<file path="src/rtl/mem_burst_v3.sv">
// mem_burst_v3: burst engine between the user burst interface and one
// Spartan-6 MCB user port. User bursts are cut into MCB commands of at most
// MAX_BL beats. Write data for a chunk is pushed before its command. Read
// commands are only issued while the read FIFO has room for the whole chunk.
//
// Optional build macro: MEM_BURST_RR_ARB_EN
//   defined   -> round-robin read/write arbitration (read first after reset)
//   undefined -> read has fixed priority over write
//
// Strobe semantics on every interface: a transfer happens on the rising edge
// of mem_clk where its strobe (cmd_en, wr_en, rd_en, wr_burst_data_req,
// rd_burst_data_valid) is high. A strobe is never raised while the matching
// "ready" input forbids it (cmd_full, wr_full, rd_empty), and the data it
// qualifies is valid in that same cycle.
module mem_burst_v3 #(
    parameter int MEM_DATA_BITS = 64,
    parameter int ADDR_BITS     = 27,
    parameter int LEN_BITS      = 10,
    parameter int MAX_BL        = 64,
    parameter int RD_FIFO_DEPTH = 64
) (
    input  logic                         rst,
    input  logic                         mem_clk,
    input  logic                         calib_done,
    input  logic                         rd_burst_req,
    input  logic                         wr_burst_req,
    input  logic [LEN_BITS-1:0]          rd_burst_len,
    input  logic [LEN_BITS-1:0]          wr_burst_len,
    input  logic [ADDR_BITS-1:0]         rd_burst_addr,
    input  logic [ADDR_BITS-1:0]         wr_burst_addr,
    input  logic [MEM_DATA_BITS-1:0]     wr_burst_data,
    output logic                         wr_burst_data_req,
    output logic [MEM_DATA_BITS-1:0]     rd_burst_data,
    output logic                         rd_burst_data_valid,
    output logic                         rd_burst_finish,
    output logic                         wr_burst_finish,
    output logic                         burst_finish,
    output logic                         err,
    output logic                         cmd_clk,
    output logic                         cmd_en,
    output logic [2:0]                   cmd_instr,
    output logic [5:0]                   cmd_bl,
    output logic [29:0]                  cmd_byte_addr,
    input  logic                         cmd_full,
    input  logic                         cmd_empty,
    output logic                         wr_clk,
    output logic                         wr_en,
    output logic [MEM_DATA_BITS/8-1:0]   wr_mask,
    output logic [MEM_DATA_BITS-1:0]     wr_data,
    input  logic                         wr_full,
    input  logic                         wr_empty,
    input  logic [6:0]                   wr_count,
    input  logic                         wr_underrun,
    input  logic                         wr_error,
    output logic                         rd_clk,
    output logic                         rd_en,
    input  logic [MEM_DATA_BITS-1:0]     rd_data,
    input  logic                         rd_full,
    input  logic                         rd_empty,
    input  logic [6:0]                   rd_count,
    input  logic                         rd_overflow,
    input  logic                         rd_error,
    output logic [2:0]                   state_dbg
);

    localparam int BYTE_SHIFT = $clog2(MEM_DATA_BITS / 8);
    localparam int OW         = $clog2(RD_FIFO_DEPTH + 1);
    localparam int SW         = ((LEN_BITS > OW) ? LEN_BITS : OW) + 1;

    typedef enum logic [2:0] {
        IDLE    = 3'd0,
        WR_FILL = 3'd1,
        WR_CMD  = 3'd2,
        WR_END  = 3'd3,
        RD_CMD  = 3'd4,
        RD_WAIT = 3'd5,
        RD_END  = 3'd6
    } state_t;

    state_t               state, state_nxt;
    logic [LEN_BITS-1:0]  remaining;    // beats not yet covered by a command
    logic [LEN_BITS-1:0]  fill_cnt;     // beats pushed into the current write chunk
    logic [LEN_BITS-1:0]  rd_left;      // read beats still to pop from the MCB
    logic [29:0]          beat_addr;
    logic [OW-1:0]        outstanding;  // read beats commanded but not yet popped
    logic                 cmd_gap;      // a command was issued last cycle
    logic                 start_rd, start_wr;
    logic                 rd_first;

    logic [LEN_BITS-1:0]  chunk, chunk_m1;
    logic                 last_chunk, fill_last, rd_room, rd_issue;
    logic [29:0]          byte_addr;
    logic [SW-1:0]        rd_need;
    logic                 unused_status;

    assign cmd_clk = mem_clk;
    assign wr_clk  = mem_clk;
    assign rd_clk  = mem_clk;

    assign wr_mask           = '0;
    assign wr_data           = wr_burst_data;
    assign wr_burst_data_req = wr_en;
    assign burst_finish      = rd_burst_finish | wr_burst_finish;
    assign state_dbg         = state;
    assign unused_status     = ^{cmd_empty, wr_empty, wr_count, rd_full, rd_count};

    assign chunk      = (remaining > LEN_BITS'(MAX_BL)) ? LEN_BITS'(MAX_BL) : remaining;
    assign chunk_m1   = chunk - 1'b1;
    assign last_chunk = (remaining == chunk);
    assign fill_last  = ((fill_cnt + 1'b1) == chunk);
    assign byte_addr  = beat_addr << BYTE_SHIFT;
    assign rd_need    = SW'(outstanding) + SW'(chunk);
    assign rd_room    = (rd_need <= SW'(RD_FIFO_DEPTH));
    assign rd_issue   = cmd_en && (state == RD_CMD);

`ifdef MEM_BURST_RR_ARB_EN
    logic last_rd;

    // Remember which request type was granted last for round-robin.
    always_ff @(posedge mem_clk or posedge rst) begin
        if (rst)           last_rd <= 1'b0;
        else if (start_rd) last_rd <= 1'b1;
        else if (start_wr) last_rd <= 1'b0;
    end

    assign rd_first = ~last_rd;
`else
    assign rd_first = 1'b1;
`endif

    // State register.
    always_ff @(posedge mem_clk or posedge rst) begin
        if (rst) state <= IDLE;
        else     state <= state_nxt;
    end

    // Next-state and strobe decode; everything freezes while calib_done is low.
    always_comb begin
        state_nxt     = state;
        cmd_en        = 1'b0;
        cmd_instr     = 3'b000;
        cmd_bl        = 6'd0;
        cmd_byte_addr = 30'd0;
        wr_en         = 1'b0;
        rd_en         = 1'b0;
        start_rd      = 1'b0;
        start_wr      = 1'b0;
        if (calib_done) begin
            case (state)
                IDLE: begin
                    // Wait out the finish pulse so a still-held request is not re-accepted.
                    if (!rd_burst_finish && !wr_burst_finish) begin
                        if (rd_burst_req && (!wr_burst_req || rd_first)) begin
                            start_rd  = 1'b1;
                            state_nxt = (rd_burst_len == '0) ? RD_END : RD_CMD;
                        end else if (wr_burst_req) begin
                            start_wr  = 1'b1;
                            state_nxt = (wr_burst_len == '0) ? WR_END : WR_FILL;
                        end
                    end
                end
                WR_FILL: begin
                    wr_en = ~wr_full;
                    if (wr_en && fill_last) state_nxt = WR_CMD;
                end
                WR_CMD: begin
                    cmd_bl        = chunk_m1[5:0];
                    cmd_byte_addr = byte_addr;
                    if (!cmd_full) begin
                        cmd_en    = 1'b1;
                        state_nxt = last_chunk ? WR_END : WR_FILL;
                    end
                end
                RD_CMD: begin
                    rd_en         = ~rd_empty && (rd_left != '0);
                    cmd_instr     = 3'b001;
                    cmd_bl        = chunk_m1[5:0];
                    cmd_byte_addr = byte_addr;
                    if (!cmd_full && !cmd_gap && rd_room) begin
                        cmd_en = 1'b1;
                        if (last_chunk) state_nxt = RD_WAIT;
                    end
                end
                RD_WAIT: begin
                    rd_en = ~rd_empty && (rd_left != '0);
                    if (rd_left == '0) state_nxt = RD_END;
                end
                WR_END:  state_nxt = IDLE;
                RD_END:  state_nxt = IDLE;
                default: state_nxt = IDLE;
            endcase
        end
    end

    // Burst bookkeeping: latch a new burst, then advance per issued command.
    always_ff @(posedge mem_clk or posedge rst) begin
        if (rst) begin
            remaining <= '0;
            beat_addr <= '0;
        end else if (start_rd) begin
            remaining <= rd_burst_len;
            beat_addr <= 30'(rd_burst_addr);
        end else if (start_wr) begin
            remaining <= wr_burst_len;
            beat_addr <= 30'(wr_burst_addr);
        end else if (cmd_en) begin
            remaining <= remaining - chunk;
            beat_addr <= beat_addr + 30'(chunk);
        end
    end

    // Count write beats staged for the current chunk.
    always_ff @(posedge mem_clk or posedge rst) begin
        if (rst)           fill_cnt <= '0;
        else if (start_wr) fill_cnt <= '0;
        else if (wr_en)    fill_cnt <= fill_last ? '0 : fill_cnt + 1'b1;
    end

    // Track read beats left to pop and beats in flight in the MCB read FIFO.
    always_ff @(posedge mem_clk or posedge rst) begin
        if (rst) begin
            rd_left     <= '0;
            outstanding <= '0;
            cmd_gap     <= 1'b0;
        end else begin
            cmd_gap <= cmd_en;
            if (start_rd)   rd_left <= rd_burst_len;
            else if (rd_en) rd_left <= rd_left - 1'b1;
            case ({rd_issue, rd_en})
                2'b10:   outstanding <= outstanding + OW'(chunk);
                2'b01:   outstanding <= outstanding - 1'b1;
                2'b11:   outstanding <= outstanding + OW'(chunk) - 1'b1;
                default: outstanding <= outstanding;
            endcase
        end
    end

    // Registered user read data, finish pulses and sticky error.
    always_ff @(posedge mem_clk or posedge rst) begin
        if (rst) begin
            rd_burst_data       <= '0;
            rd_burst_data_valid <= 1'b0;
            rd_burst_finish     <= 1'b0;
            wr_burst_finish     <= 1'b0;
            err                 <= 1'b0;
        end else begin
            rd_burst_data_valid <= rd_en;
            if (rd_en) rd_burst_data <= rd_data;
            rd_burst_finish <= calib_done && (state == RD_END);
            wr_burst_finish <= calib_done && (state == WR_END);
            err <= err | wr_underrun | wr_error | rd_overflow | rd_error;
        end
    end

endmodule

</file>
<file path="config.mk">
export PLATFORM = sky130hd
export DESIGN_NAME = mem_burst_v3
export DESIGN_NICKNAME = d
export VERILOG_FILES = /design/src/rtl/mem_burst_v3.sv
export SDC_FILE = /design/constraint.sdc
export NUM_CORES = 1
export LEC_CHECK = 0
export BUFFER_PORTS_ARGS = -buffer_cell sky130_fd_sc_hd__buf_2
export CORE_AREA = 2 2 162 164
export DETAILED_ROUTE_END_ITERATION = 10
export DIE_AREA = 0 0 164 166
export GPL_ROUTABILITY_DRIVEN = 0
export SYNTH_ARGS = -nofsm -noshare
export SYNTH_HDL_FRONTEND = slang
export SYNTH_SLANG_ARGS = --single-unit
</file>
<file path="constraint.sdc">
create_clock -name mem_clk -period 4.1 [get_ports mem_clk]
set_input_delay 0.82 -clock mem_clk [delete_from_list [all_inputs] [get_ports mem_clk]]
set_output_delay 0.82 -clock mem_clk [all_outputs]
set_load 0.05 [all_outputs]
</file>
==> impl_results.md <==
- Starting Density: 0.3345
- Pre-antenna DRT Iters: 7
- Final Max Tran Viols: 0
- Core area: ~0.026 mm²
- Post-route DRC: 0
- Status: finished with violations
- Vias/cell: 5.112
- Hold Path Cell Cnt: 3
- Tmin final: 4.272 ns
- Synth top area cells: dfrtp_1, nand2_1, buf_4
- Chip width: between 150 and 200 µm
- CP Capture Type: output port
- CP Launch Type: flop
- Mapped Cells: 1028
- Synth cell types: 76
- Type of the worst min-delay path: in2reg
- Antenna Nets Post-Route: 0
- IO Count: 421
- RSZ-0062 raised after global routing: yes
- Placement Rows: 59
- Clk pin slew, worst setup/hold paths: 0.08 ns
- Relative slew slack: 0.4452
- First-iteration detailed-routing DRC count: between 600 and 700
- Synthesized cell area: approximately 0.0086 mm²
- R2R depth: 18
- CP Data Arrival Time: 3.45 ns
- Peak supply drop: 0.0005741 V
- Failing checks: negative setup slack
- Mean Syn Cell Area: 8.336 µm²
- Tot GR Track Use: 0.2020
- Slew @ Worst Pin: 0.8321 ns
- Number of synthesized flops with an enable pin: 0
- Max Clk Rate: ~0.23 GHz
- First-pass GRT wire length: 42920 µm
- Detailed-placement wirelength estimate: slightly below 20000 µm
- Most frequent cell after synthesis: nand2_1
- Worst Path Required: 3.28 ns
- Die H: roughly 170 µm
- Share of flip-flops with an asynchronous set or reset: 1.000
- Yosys reg bits: ~140
- Multi-input gate area: between 0.004 and 0.005 mm²
- Top FF cell, synth: dfrtp_1
- Overflow after GRT: 0
- Setup Crit Path Kind: reg2out
- Gr busiest metal: met2
- Clk Latency, worst-skew pair: ~0.54 ns
- Grt met1 use: 0.2764
- CTS tree: yes
- Post-synth top area share: 0.3971
- Syn. warnings: 0
- Worst Skew: 0.01445 ns
- Final Hold Vio Count: 0
- Synth-to-Final Area Change: 28.57%
- Vias in the first global route: 7806
- CP max FO: 2
- Die area: between 0.02 and 0.03 mm²
- Hold buffers post-CTS: 0
- Buffers on Ports: ~260
- Drt wl/cell: 17.10 µm
- Grt met2 use: 0.3124
- Synth cell count leaders: nand2_1, dfrtp_1, buf_4
- Synth area leader: dfrtp_1
- Met3 Usage GRT: 0.04795
- Layout cells sized above 1: 0.3229
- Final hold slack: 0.4575 ns
- Count of final setup violators: 1
- Register area: between 0.003 and 0.004 mm²
- Final wirelength: about 28000 µm
- Pwr Density: ~870 mW/mm²
- Sequential element share of the synthesized area: 0.3971
- FILL cells: between 2000 and 3000
- Largest net degree at the start of global routing: 137
- Fin nets: approximately 1500
- Dpl ws: -0.06105 ns
- Max cap viols: 0
- Post-Route Setup TNS: -0.1716 ns
- Antenna violations before repair: 1
- Period Utilization, post-route: 1.042
- Setup WS post-layout: -0.1716 ns
- Static Leak: around 5.5 nW
- Via count: just over 8000
[kinds of logic (layout without fill, tap and decap cells)]
group | after synthesis | count (layout) | share of synthesized area
compound gates | 177 | 177 | 0.1422
xor+xnor | 45 | 45 | 0.04760
fa+ha+maj | 24 | 24 | 0.03679
buf+inv | 151 | 381 | 0.1050
flops | 136 | 136 | 0.3971
mux | 10 | 10 | 0.01183
other cells | 2 | 18 | 0.0008764
simple gates | 483 | 483 | 0.2586
[per-stage QoR]
stage	power, mW	util	cell area (µm²)	cells
after floorplan	6.225	-	8663	1043
after global placement	7.328	0.3866	9903	1551
after detailed placement	7.389	0.3866	9903	1551
after CTS	9.444	0.4240	10860	1608
after global routing	10.16	0.4301	11020	1609
final	9.570	0.4301	11020	1609
[worst paths after layout]
check                                   from           endpoint  slack, ns
max in group asynchronous                rst       remaining[8]       3.00
hold reg to reg            rd_burst_data[44]  rd_burst_data[44]       0.47
setup / recovery                remaining[7]             cmd_en      -0.17
setup reg to reg                remaining[7]     outstanding[6]       0.11
hold / removal                   rd_data[13]  rd_burst_data[13]       0.46
min in group asynchronous                rst  rd_burst_data[43]       0.52
[area by class of cell]
class                           instances  share of cell area
Multi-Input combinational cell        756              0.4161
Sequential cell                       136              0.3090
Timing Repair Buffer                  319              0.1632
Clock buffer                           25             0.04940
Tap cell                              335             0.03804
Clock inverter                         15             0.01556
Inverter                               22            0.008517
Antenna cell                            1           0.0002271
[layout by cell type, fill, tap and decap left out, types with 20 or more instances in the layout]
cell / count
xnor2_1: 25
dfrtp_1: 135
clkbuf_16: 21
and2_1: 27
buf_2: 261
a22oi_1: 21
buf_4: 55
nand3_1: 26
a21oi_1: 27
nor2_1: 63
o21ai_0: 33
nor3_1: 20
nand2_1: 257
[critical path: stages (launching register included)]
cell and delay, ns:
dfrtp_1 0.42, buf_6 0.14, nor3_4 0.19, nand3b_1 0.16
inv_2 0.11, ha_4 0.19, a21o_1 0.16, and4_4 0.15
or3_4 0.36, a2111o_1 0.43, a211oi_4 0.33, nor2_4 0.07
clkinv_4 0.06, buf_12 0.12
[metal layers]
layer | part of all wire | up-vias
li1 | - | 3928
met1 | 0.45 | 3943
met2 | 0.47 | 313
met3 | 0.057 | 41
met4 | 0.022 | 0
met5 | 0 | -
[sequential cells by signal, indices dropped and copies added, names as in the netlist]
signal and flops:
beat_addr 27, rd_left 10, state_dbg 3, remaining 10
rd_burst_data_valid 1, wr_burst_finish 1, rd_burst_finish 1, outstanding 7
fill_cnt 10, err 1, rd_burst_data 64, cmd_gap 1
[power breakdown]
| group | internal, mW | switching, mW | total (mW) |
|---|---|---|---|
| Sequential | 1.92 | 0.531 | 2.45 |
| Clock | 1.07 | 0.889 | 1.96 |
| Combinational | 1.72 | 3.44 | 5.16 |
| Total | 4.71 | 4.86 | 9.57 |
[repair_timing]
item | in CTS | in global routing
buffers inserted | 20 | 7
resized for setup | 23 | 27
endpoints found under the setup margin | 3 | 22
pin swaps | 11 | 15
Note: power is estimated with default switching activity, not from simulation.
